File: src/rtl/nes_addr_capture.sv
// nes_addr_capture: queues NES address-request strobes in a FIFO and presents the head to a NIOS input PIO.
// Ports: clk/reset_n (async active-low); req_valid/req_addr push a request;
// ack_toggle pops one entry per level change; clr_ovf clears overflow;
// addr_out/addr_valid registered head entry; fill_level entry count; overflow sticky drop flag.
module nes_addr_capture #(
  parameter int ADDR_W  = 24,
  parameter int FIFO_AW = 3
) (
  input  logic               clk,
  input  logic               reset_n,
  input  logic               req_valid,
  input  logic [ADDR_W-1:0]  req_addr,
  input  logic               ack_toggle,
  input  logic               clr_ovf,
  output logic [ADDR_W-1:0]  addr_out,
  output logic               addr_valid,
  output logic [FIFO_AW:0]   fill_level,
  output logic               overflow
);
  logic [ADDR_W-1:0] mem [2**FIFO_AW];
  logic [FIFO_AW:0]  wr_ptr, rd_ptr, wr_nxt, rd_nxt;
  logic              ack_q, primed, full, empty, pop_ok, push_ok, drop;
  logic [ADDR_W-1:0] head;
  assign full    = (wr_ptr[FIFO_AW] != rd_ptr[FIFO_AW]) && (wr_ptr[FIFO_AW-1:0] == rd_ptr[FIFO_AW-1:0]);
  assign empty   = wr_ptr == rd_ptr;
  // primed masks the first cycle after reset so a PIO level left high is only captured
  assign pop_ok  = primed && (ack_toggle != ack_q) && !empty;
  assign push_ok = req_valid && (!full || pop_ok);
  assign drop    = req_valid && full && !pop_ok;
  assign wr_nxt  = wr_ptr + {{FIFO_AW{1'b0}}, push_ok};
  assign rd_nxt  = rd_ptr + {{FIFO_AW{1'b0}}, pop_ok};
  // the entry being written this edge becomes the head when it lands at the new read pointer
  assign head    = (push_ok && wr_ptr == rd_nxt) ? req_addr : mem[rd_nxt[FIFO_AW-1:0]];
  always_ff @(posedge clk)
    if (push_ok) mem[wr_ptr[FIFO_AW-1:0]] <= req_addr;
  always_ff @(posedge clk or negedge reset_n)
    if (!reset_n) begin
      wr_ptr     <= '0;
      rd_ptr     <= '0;
      ack_q      <= 1'b0;
      primed     <= 1'b0;
      addr_out   <= '0;
      addr_valid <= 1'b0;
      fill_level <= '0;
      overflow   <= 1'b0;
    end else begin
      wr_ptr     <= wr_nxt;
      rd_ptr     <= rd_nxt;
      ack_q      <= ack_toggle;
      primed     <= 1'b1;
      addr_out   <= (wr_nxt == rd_nxt) ? '0 : head;
      addr_valid <= wr_nxt != rd_nxt;
      fill_level <= wr_nxt - rd_nxt;
      overflow   <= drop ? 1'b1 : clr_ovf ? 1'b0 : overflow;
    end
endmodule

File: config.mk
export PLATFORM = sky130hd
export DESIGN_NAME = nes_addr_capture
export DESIGN_NICKNAME = d
export VERILOG_FILES = /design/src/rtl/nes_addr_capture.sv
export SDC_FILE = /design/constraint.sdc
export NUM_CORES = 1
export LEC_CHECK = 0
export ABC_AREA = 0
export BUFFER_PORTS_ARGS = -buffer_cell sky130_fd_sc_hd__buf_2
export CORE_ASPECT_RATIO = 1.25
export CORE_MARGIN = 1
export CORE_UTILIZATION = 25
export DETAILED_ROUTE_END_ITERATION = 8
export PLACE_DENSITY = 0.4
export SYNTH_ARGS = -nofsm -noshare
export SYNTH_HDL_FRONTEND = slang
export SYNTH_SLANG_ARGS = --single-unit
File: constraint.sdc
create_clock -name clk -period 8.1 [get_ports clk]
set_input_delay 1.215 -clock clk [delete_from_list [all_inputs] [get_ports clk]]
set_output_delay 1.215 -clock clk [all_outputs]
set_load 0.02 [all_outputs]
==> metrics, run 1 <==
most used flip-flop cell after synthesis=sky130_fd_sc_hd__edfxtp_1; cells on worst reg2reg path=13; I/O pin total=59; Rel. slew slack=23.9%; Achievable Freq=233 MHz; termination of the worst setup path=addr_out[17]; number of slew-limit violations in the final report=0; via density per instance=4.58; endpoint required time on the critical path=8520 ps; Peak supply drop=0.146 mV; end of the worst register-to-register path=addr_out[17]; largest delay contributor family on the critical path=simple AND/OR/NAND/NOR gates; Pre-Repair DR Iteration Count=4; class of the most critical hold timing path=register to register; total area of multi-input combinational cells=0.00256 mm2; Worst Setup End Kind=register; number of flip-flops and latches in the synthesized netlist=232; postcts setup bufs=0; Setup-failing EPs final=0; First DRT Iteration DRCs=321; maximum number of pins on one net before global-route repair=55; y dimension of the die=~220 um; post-cts hold buffer count=0; root buffer cell=sky130_fd_sc_hd__clkbuf_16; sequential fraction of the synthesis area=roughly 71%; element type at the critical path start=register; antenna violations before repair=0; clock slew at the register clock pins of the worst setup and hold paths=around 60 ps; transition time at the pin with the least slew margin=1140 ps; worst path setup slack after routing=3800 ps; Core Region=~0.037 mm2; CP Max Fanout=28; clock buffers created by TritonCTS=26; first-pass GRT wire length=36600 um; cell occurring most often along the worst timing path=sky130_fd_sc_hd__buf_4; post-synthesis cell count=596; category of the most critical setup path=register to register; status=finished, final reports clean; leakage power summed over all cells=0.00379 uW; routed length per instance=20.6 um; CP max stage delay=580 ps; die outline area=0.0388 mm2; maxcap violations=0; final critical path time including I/O delays and setup=4300 ps; worst clock skew on the final layout=21.8 ps; Site Rows=79; clock latency reported for the late side of the worst-skew pair=~550 ps; via count of the first global-routing pass=around 5700; Mapped Avg Cell Area=approximately 16 um2; n_diodes=0; synthesis-to-finish area growth=18.1%; EDFF count, synth=between 150 and 200; Mapped Area=0.00951 mm2; number of failing hold endpoints at the final stage=0; CTS resizes=0; setup repair after global routing missed its margin=no; Congestion Overflow GR=0; area of all sequential standard cells=0.00677 mm2; clock tree from TritonCTS=done; Arrival @ worst endpoint=4720 ps; Stages on worst setup path=13; Clock Path Buffers=3; GRT Overall Usage=about an eighth; crit share post-route=between 50 and 60%; highest-delay cell along the critical path=sky130_fd_sc_hd__or4_4; reg-to-reg setup timing slack=3800 ps; R2R Path Start=wr_ptr[1]; beginning of the critical path=wr_ptr[1]; Synth async-reset ratio=~17%; power per unit of standard cell area=404 mW/mm2; final weighted congestion in routability-driven placement=0.704; remaining routing DRC violations=0; post-synth cell types=43; wirelength, routed=roughly 24000 um; Net Count, Synth=around 630; count of buffers from port buffering=between 50 and 60; dpl hpwl=13700 um; Initial Util=between 20% and 30%; Sinks on Clock Net=232; worst-path cell chain=xor2_1 -> or4_4 -> and3_1 -> ha_2 -> xor2_2 -> buf_4 -> inv_1 -> xnor2_1 -> a2111oi_0 -> and2_1 -> buf_4 -> a221oi_1 -> a311oi_1; fill cell count=3719; floorplan die width=176 um; NumNets Final=around 700; number of stages on the worst hold path=2; number of warnings reported in the yosys synthesis log=0; Via Count=5335; remaining number of nets flagged by the antenna check after routing=0; Fin Setup TNS=0 ps; buffer and inverter count on the worst path=3; H-tree depth=1; minimum setup slack after placement=3330 ps; layout cells sized above 1=26.0%
[state kept, by name, indices dropped and copies added (netlist names)]
| register | cells |
|---|---|
| addr_out | 24 |
| wr_ptr | 4 |
| ack_q | 1 |
| overflow | 1 |
| addr_valid | 1 |
| mem | 192 |
| primed | 1 |
| fill_level | 4 |
| rd_ptr | 4 |
[kinds of logic (layout without fill, tap and decap cells)]
family,count (synthesis),after routing,synth area share (%)
flops,232,232,71.1
simple gates,137,137,6.42
compound gates,84,84,6.61
mux,70,70,10.7
buf+inv,49,133,2.45
xor+xnor,16,16,1.67
fa+ha+maj,7,7,0.999
other cells,1,1,0.0394
[cell usage after synthesis, types with 4 or more instances]
master | n | area (um2)
sky130_fd_sc_hd__clkbuf_1 | 23 | 86.3
sky130_fd_sc_hd__edfxtp_1 | 192 | 5770
sky130_fd_sc_hd__a21oi_1 | 4 | 20.0
sky130_fd_sc_hd__a221oi_1 | 23 | 201
sky130_fd_sc_hd__buf_2 | 6 | 30.0
sky130_fd_sc_hd__nor2_1 | 33 | 124
sky130_fd_sc_hd__mux2i_1 | 24 | 240
sky130_fd_sc_hd__dfrtp_1 | 40 | 1000
sky130_fd_sc_hd__xnor2_1 | 6 | 52.6
sky130_fd_sc_hd__nand2_1 | 55 | 206
sky130_fd_sc_hd__nand3_1 | 25 | 125
sky130_fd_sc_hd__buf_6 | 4 | 45.0
sky130_fd_sc_hd__a311oi_1 | 23 | 201
sky130_fd_sc_hd__xor2_1 | 9 | 78.8
sky130_fd_sc_hd__ha_1 | 6 | 75.1
sky130_fd_sc_hd__inv_1 | 9 | 33.8
sky130_fd_sc_hd__mux2_2 | 23 | 259
sky130_fd_sc_hd__mux4_2 | 23 | 518
sky130_fd_sc_hd__nor3_1 | 7 | 35.0
sky130_fd_sc_hd__o21ai_0 | 26 | 130
[cells in the final DEF, fill, tap and decap left out, types with 2 or more instances in the layout]
cell	synthesis	routed
sky130_fd_sc_hd__inv_1	9	9
sky130_fd_sc_hd__dfrtp_1	40	40
sky130_fd_sc_hd__nor3_1	7	5
sky130_fd_sc_hd__nand2_1	55	55
sky130_fd_sc_hd__mux2_2	23	23
sky130_fd_sc_hd__mux2i_1	24	24
sky130_fd_sc_hd__nand2b_1	3	3
sky130_fd_sc_hd__and3_1	3	3
sky130_fd_sc_hd__a221oi_1	23	23
sky130_fd_sc_hd__nor2_1	33	25
sky130_fd_sc_hd__clkinv_2	0	2
sky130_fd_sc_hd__nor4b_1	2	2
sky130_fd_sc_hd__xor2_1	9	8
sky130_fd_sc_hd__a311oi_1	23	23
sky130_fd_sc_hd__and2_1	3	2
sky130_fd_sc_hd__clkinvlp_4	0	2
sky130_fd_sc_hd__nor2_2	0	8
sky130_fd_sc_hd__xnor2_1	6	6
sky130_fd_sc_hd__mux4_2	23	23
sky130_fd_sc_hd__buf_4	3	18
sky130_fd_sc_hd__nor3_2	0	2
sky130_fd_sc_hd__buf_2	6	58
sky130_fd_sc_hd__clkbuf_8	0	2
sky130_fd_sc_hd__edfxtp_1	192	192
sky130_fd_sc_hd__bufinv_16	0	2
sky130_fd_sc_hd__a21oi_1	4	4
sky130_fd_sc_hd__o21ai_0	26	26
sky130_fd_sc_hd__nand4_1	2	2
sky130_fd_sc_hd__clkbuf_16	0	27
sky130_fd_sc_hd__nand3_1	25	25
sky130_fd_sc_hd__ha_1	6	5
sky130_fd_sc_hd__clkbuf_1	23	10
[through the flow]
step	instances	total power, uW	hold WS [ps]	instance area [um2]	utilization (%)
after detailed placement	1119	3450	523	10400	27.8
after global placement	1119	3430	505	10400	27.8
after floorplan	596	2890	522	9510	-
after CTS	1166	4640	534	11200	30.1
after global routing	1166	4840	580	11200	30.1
final	1166	4540	525	11200	30.1
[tightest hold or removal path: stages (launching register included)]
cell and delay [ps]:
sky130_fd_sc_hd__dfrtp_1 370, sky130_fd_sc_hd__inv_1 50, sky130_fd_sc_hd__o21ai_0 60
[power breakdown]
| group | switching (uW) | internal (uW) | total, uW |
|---|---|---|---|
| Clock | 478 | 694 | 1170 |
| Combinational | 1050 | 660 | 1710 |
| Sequential | 97.9 | 1560 | 1660 |
[layout make-up]
class                           count  share of cell area [%]
Inverter                           10                   0.334
Sequential cell                   232                    60.2
Timing Repair Buffer               76                    3.79
Multi-Input combinational cell    315                    22.8
Clock buffer                       39                    6.59
Tap cell                          486                    5.41
Clock inverter                      8                   0.869
[worst min-delay path by stage]
stage | start | to | slack (ps)
5_1_grt | overflow | overflow | 580
3_5_place_dp | overflow | overflow | 520
3_3_place_gp | overflow | overflow | 510
4_1_cts | overflow | overflow | 530
2_1_floorplan | wr_ptr[3] | wr_ptr[3] | 520
6_report | overflow | overflow | 520
[routing by layer]
metal  share of wire [%]  vias to the layer above  GRT usage (%)
met5                   0                        -              0
met4                 2.2                        0           4.11
met3                 3.7                       34           1.62
met2                  52                      112           22.8
met1                  42                     2742           15.9
li1                    -                     2447              -
Power figures use the tool's default switching activity.
==> run 2, diff against run 1 <==
clock period = 4.2 ns   (was 8.1 ns; I/O delays follow)
==> run 2 against run 1 <==
Die area unchanged. Sequential share of layout area shrank 0.15 points. Critical path depth shrank 1. Register-to-register slack got worse by 3500 ps. Critical endpoint is now addr_out[16]. Highest routed layer unchanged.
==> metrics, run 2 (synthesis results as in run 1) <==
status=finished, final reports clean; fill cell count=3732; element type at the critical path start=register; via count of the first global-routing pass=5878; highest-delay cell along the critical path=sky130_fd_sc_hd__or4_4; Via Count=5493; final weighted congestion in routability-driven placement=0.765; maximum number of pins on one net before global-route repair=55; category of the most critical setup path=register to register; floorplan die width=176 um; total power consumption of the routed design=8790 uW; Fin Setup TNS=0 ps; First DRT Iteration DRCs=280; Pre-Repair DR Iteration Count=5; root buffer cell=sky130_fd_sc_hd__clkbuf_16; Congestion Overflow GR=0; post-cts hold buffer count=0; Peak supply drop=0.386 mV; layout cells sized above 1=between 20% and 30%; Initial Util=about a quarter; CP Max Fanout=25; wirelength, routed=25100 um; postcts setup bufs=0; number of failing hold endpoints at the final stage=0; clock tree from TritonCTS=done; crit share post-route=between 90 and 100%; clock latency reported for the late side of the worst-skew pair=~530 ps; Site Rows=79; Core Region=0.0374 mm2; class of the most critical hold timing path=primary input to asynchronous set/reset pin; die outline area=0.0388 mm2; R2R Path Start=wr_ptr[1]; CTS resizes=0; Worst Setup End Kind=register; worst-path cell chain=xor2_1 -> or4_4 -> and3_1 -> ha_1 -> xor2_2 -> inv_1 -> xnor2_1 -> a2111oi_0 -> and2_1 -> buf_4 -> a221oi_1 -> a311oi_1; transition time at the pin with the least slew margin=726 ps; Rel. slew slack=51.6%; Sinks on Clock Net=232; clock buffers created by TritonCTS=25; number of slew-limit violations in the final report=0; clock slew at the register clock pins of the worst setup and hold paths=around 60 ps; y dimension of the die=about 220 um; final critical path time including I/O delays and setup=between 3000 and 4000 ps; beginning of the critical path=wr_ptr[1]; NumNets Final=703; worst-case hold slack=224 ps; end-of-flow core utilization=30.1%; count of buffers from port buffering=58; Clock Path Buffers=3; via density per instance=4.69; Setup-failing EPs final=0; I/O pin total=59; max reg flops=about 190; maxcap violations=0; power per unit of standard cell area=780 mW/mm2; most common cell after layout, fill and taps aside=sky130_fd_sc_hd__edfxtp_1; most used cells in the layout excluding fill and tap cells=sky130_fd_sc_hd__edfxtp_1 (192), sky130_fd_sc_hd__buf_2 (58), sky130_fd_sc_hd__nand2_1 (55); Post-Layout Cell Count=between 1000 and 1500; CP max stage delay=570 ps; total area of multi-input combinational cells=approximately 0.0026 mm2; Arrival @ worst endpoint=4300 ps; leakage power summed over all cells=0.00382 uW; Achievable Freq=258 MHz; worst clock skew on the final layout=17.5 ps; dpl hpwl=14000 um; routed length per instance=between 20 and 25 um; remaining routing DRC violations=0; post-placement cell count=1126; area of all sequential standard cells=~0.0068 mm2; antenna violations before repair=1; first-pass GRT wire length=37900 um; setup repair after global routing missed its margin=no; synthesis-to-finish area growth=18.4%; GRT Overall Usage=13.4%; endpoint required time on the critical path=4620 ps; H-tree depth=1; remaining number of nets flagged by the antenna check after routing=0
==> run 2: report_power, final <==
| part | internal (uW) | leakage (uW) | total, uW | switching [uW] |
|---|---|---|---|---|
| sequential | 3020 | 0.00222 | 3220 | 207 |
| combinational | 1320 | 0.00121 | 3390 | 2070 |
| clock | 1290 | 0.000392 | 2170 | 885 |
==> run 2: worst max-delay path: cells and delay by family, from the launching register on <==
kind | cells | cell delay (ps)
and+or+nand+nor | 3 | 980
AOI/OAI and AO/OA | 3 | 940
xor gates and xnor gates | 3 | 580
DFF | 1 | 520
buffers and inverters | 2 | 520
adders and majority gates | 1 | 200
==> run 2: through the flow <==
step | setup slack, ps | cell area (um2)
after global placement | 484 | 10500
after detailed placement | 365 | 10500
final | 326 | 11300
after CTS | 307 | 11300
after global routing | 83.9 | 11300
after floorplan | 575 | 9510
==> run 2: final timing paths <==
| kind | to | slack [ps] | cells past startpoint |
|---|---|---|---|
| max | addr_out[16] | 330 | 12 |
| min | addr_out[1] | 220 | 2 |
| max reg2reg | addr_out[16] | 330 | 12 |
| min reg2reg | overflow | 520 | 2 |
| max in group asynchronous | addr_out[16] | 3540 | 2 |
| min in group clk | ack_q | 220 | 1 |
==> run 2: layout make-up <==
type	count	area share, %
well taps	486	5.40
clock inverters	9	0.844
inverters	10	0.333
diodes	1	0.0222
repair buffers	83	4.36
multi-input cells	315	22.7
flip-flops and latches	232	60.1
clock buffers	36	6.28
==> run 2: routing by layer <==
metal  wire (um)  global-route usage (%)  share of wire (%)  vias to the layer above
met3        1070                    2.10                4.2                       34
met1       10500                    16.7                 42                     2863
met2       13000                    23.2                 52                      140
met5           0                       0                  0                        -
li1            -                       -                  -                     2456
met4         561                    4.91                2.2                        0
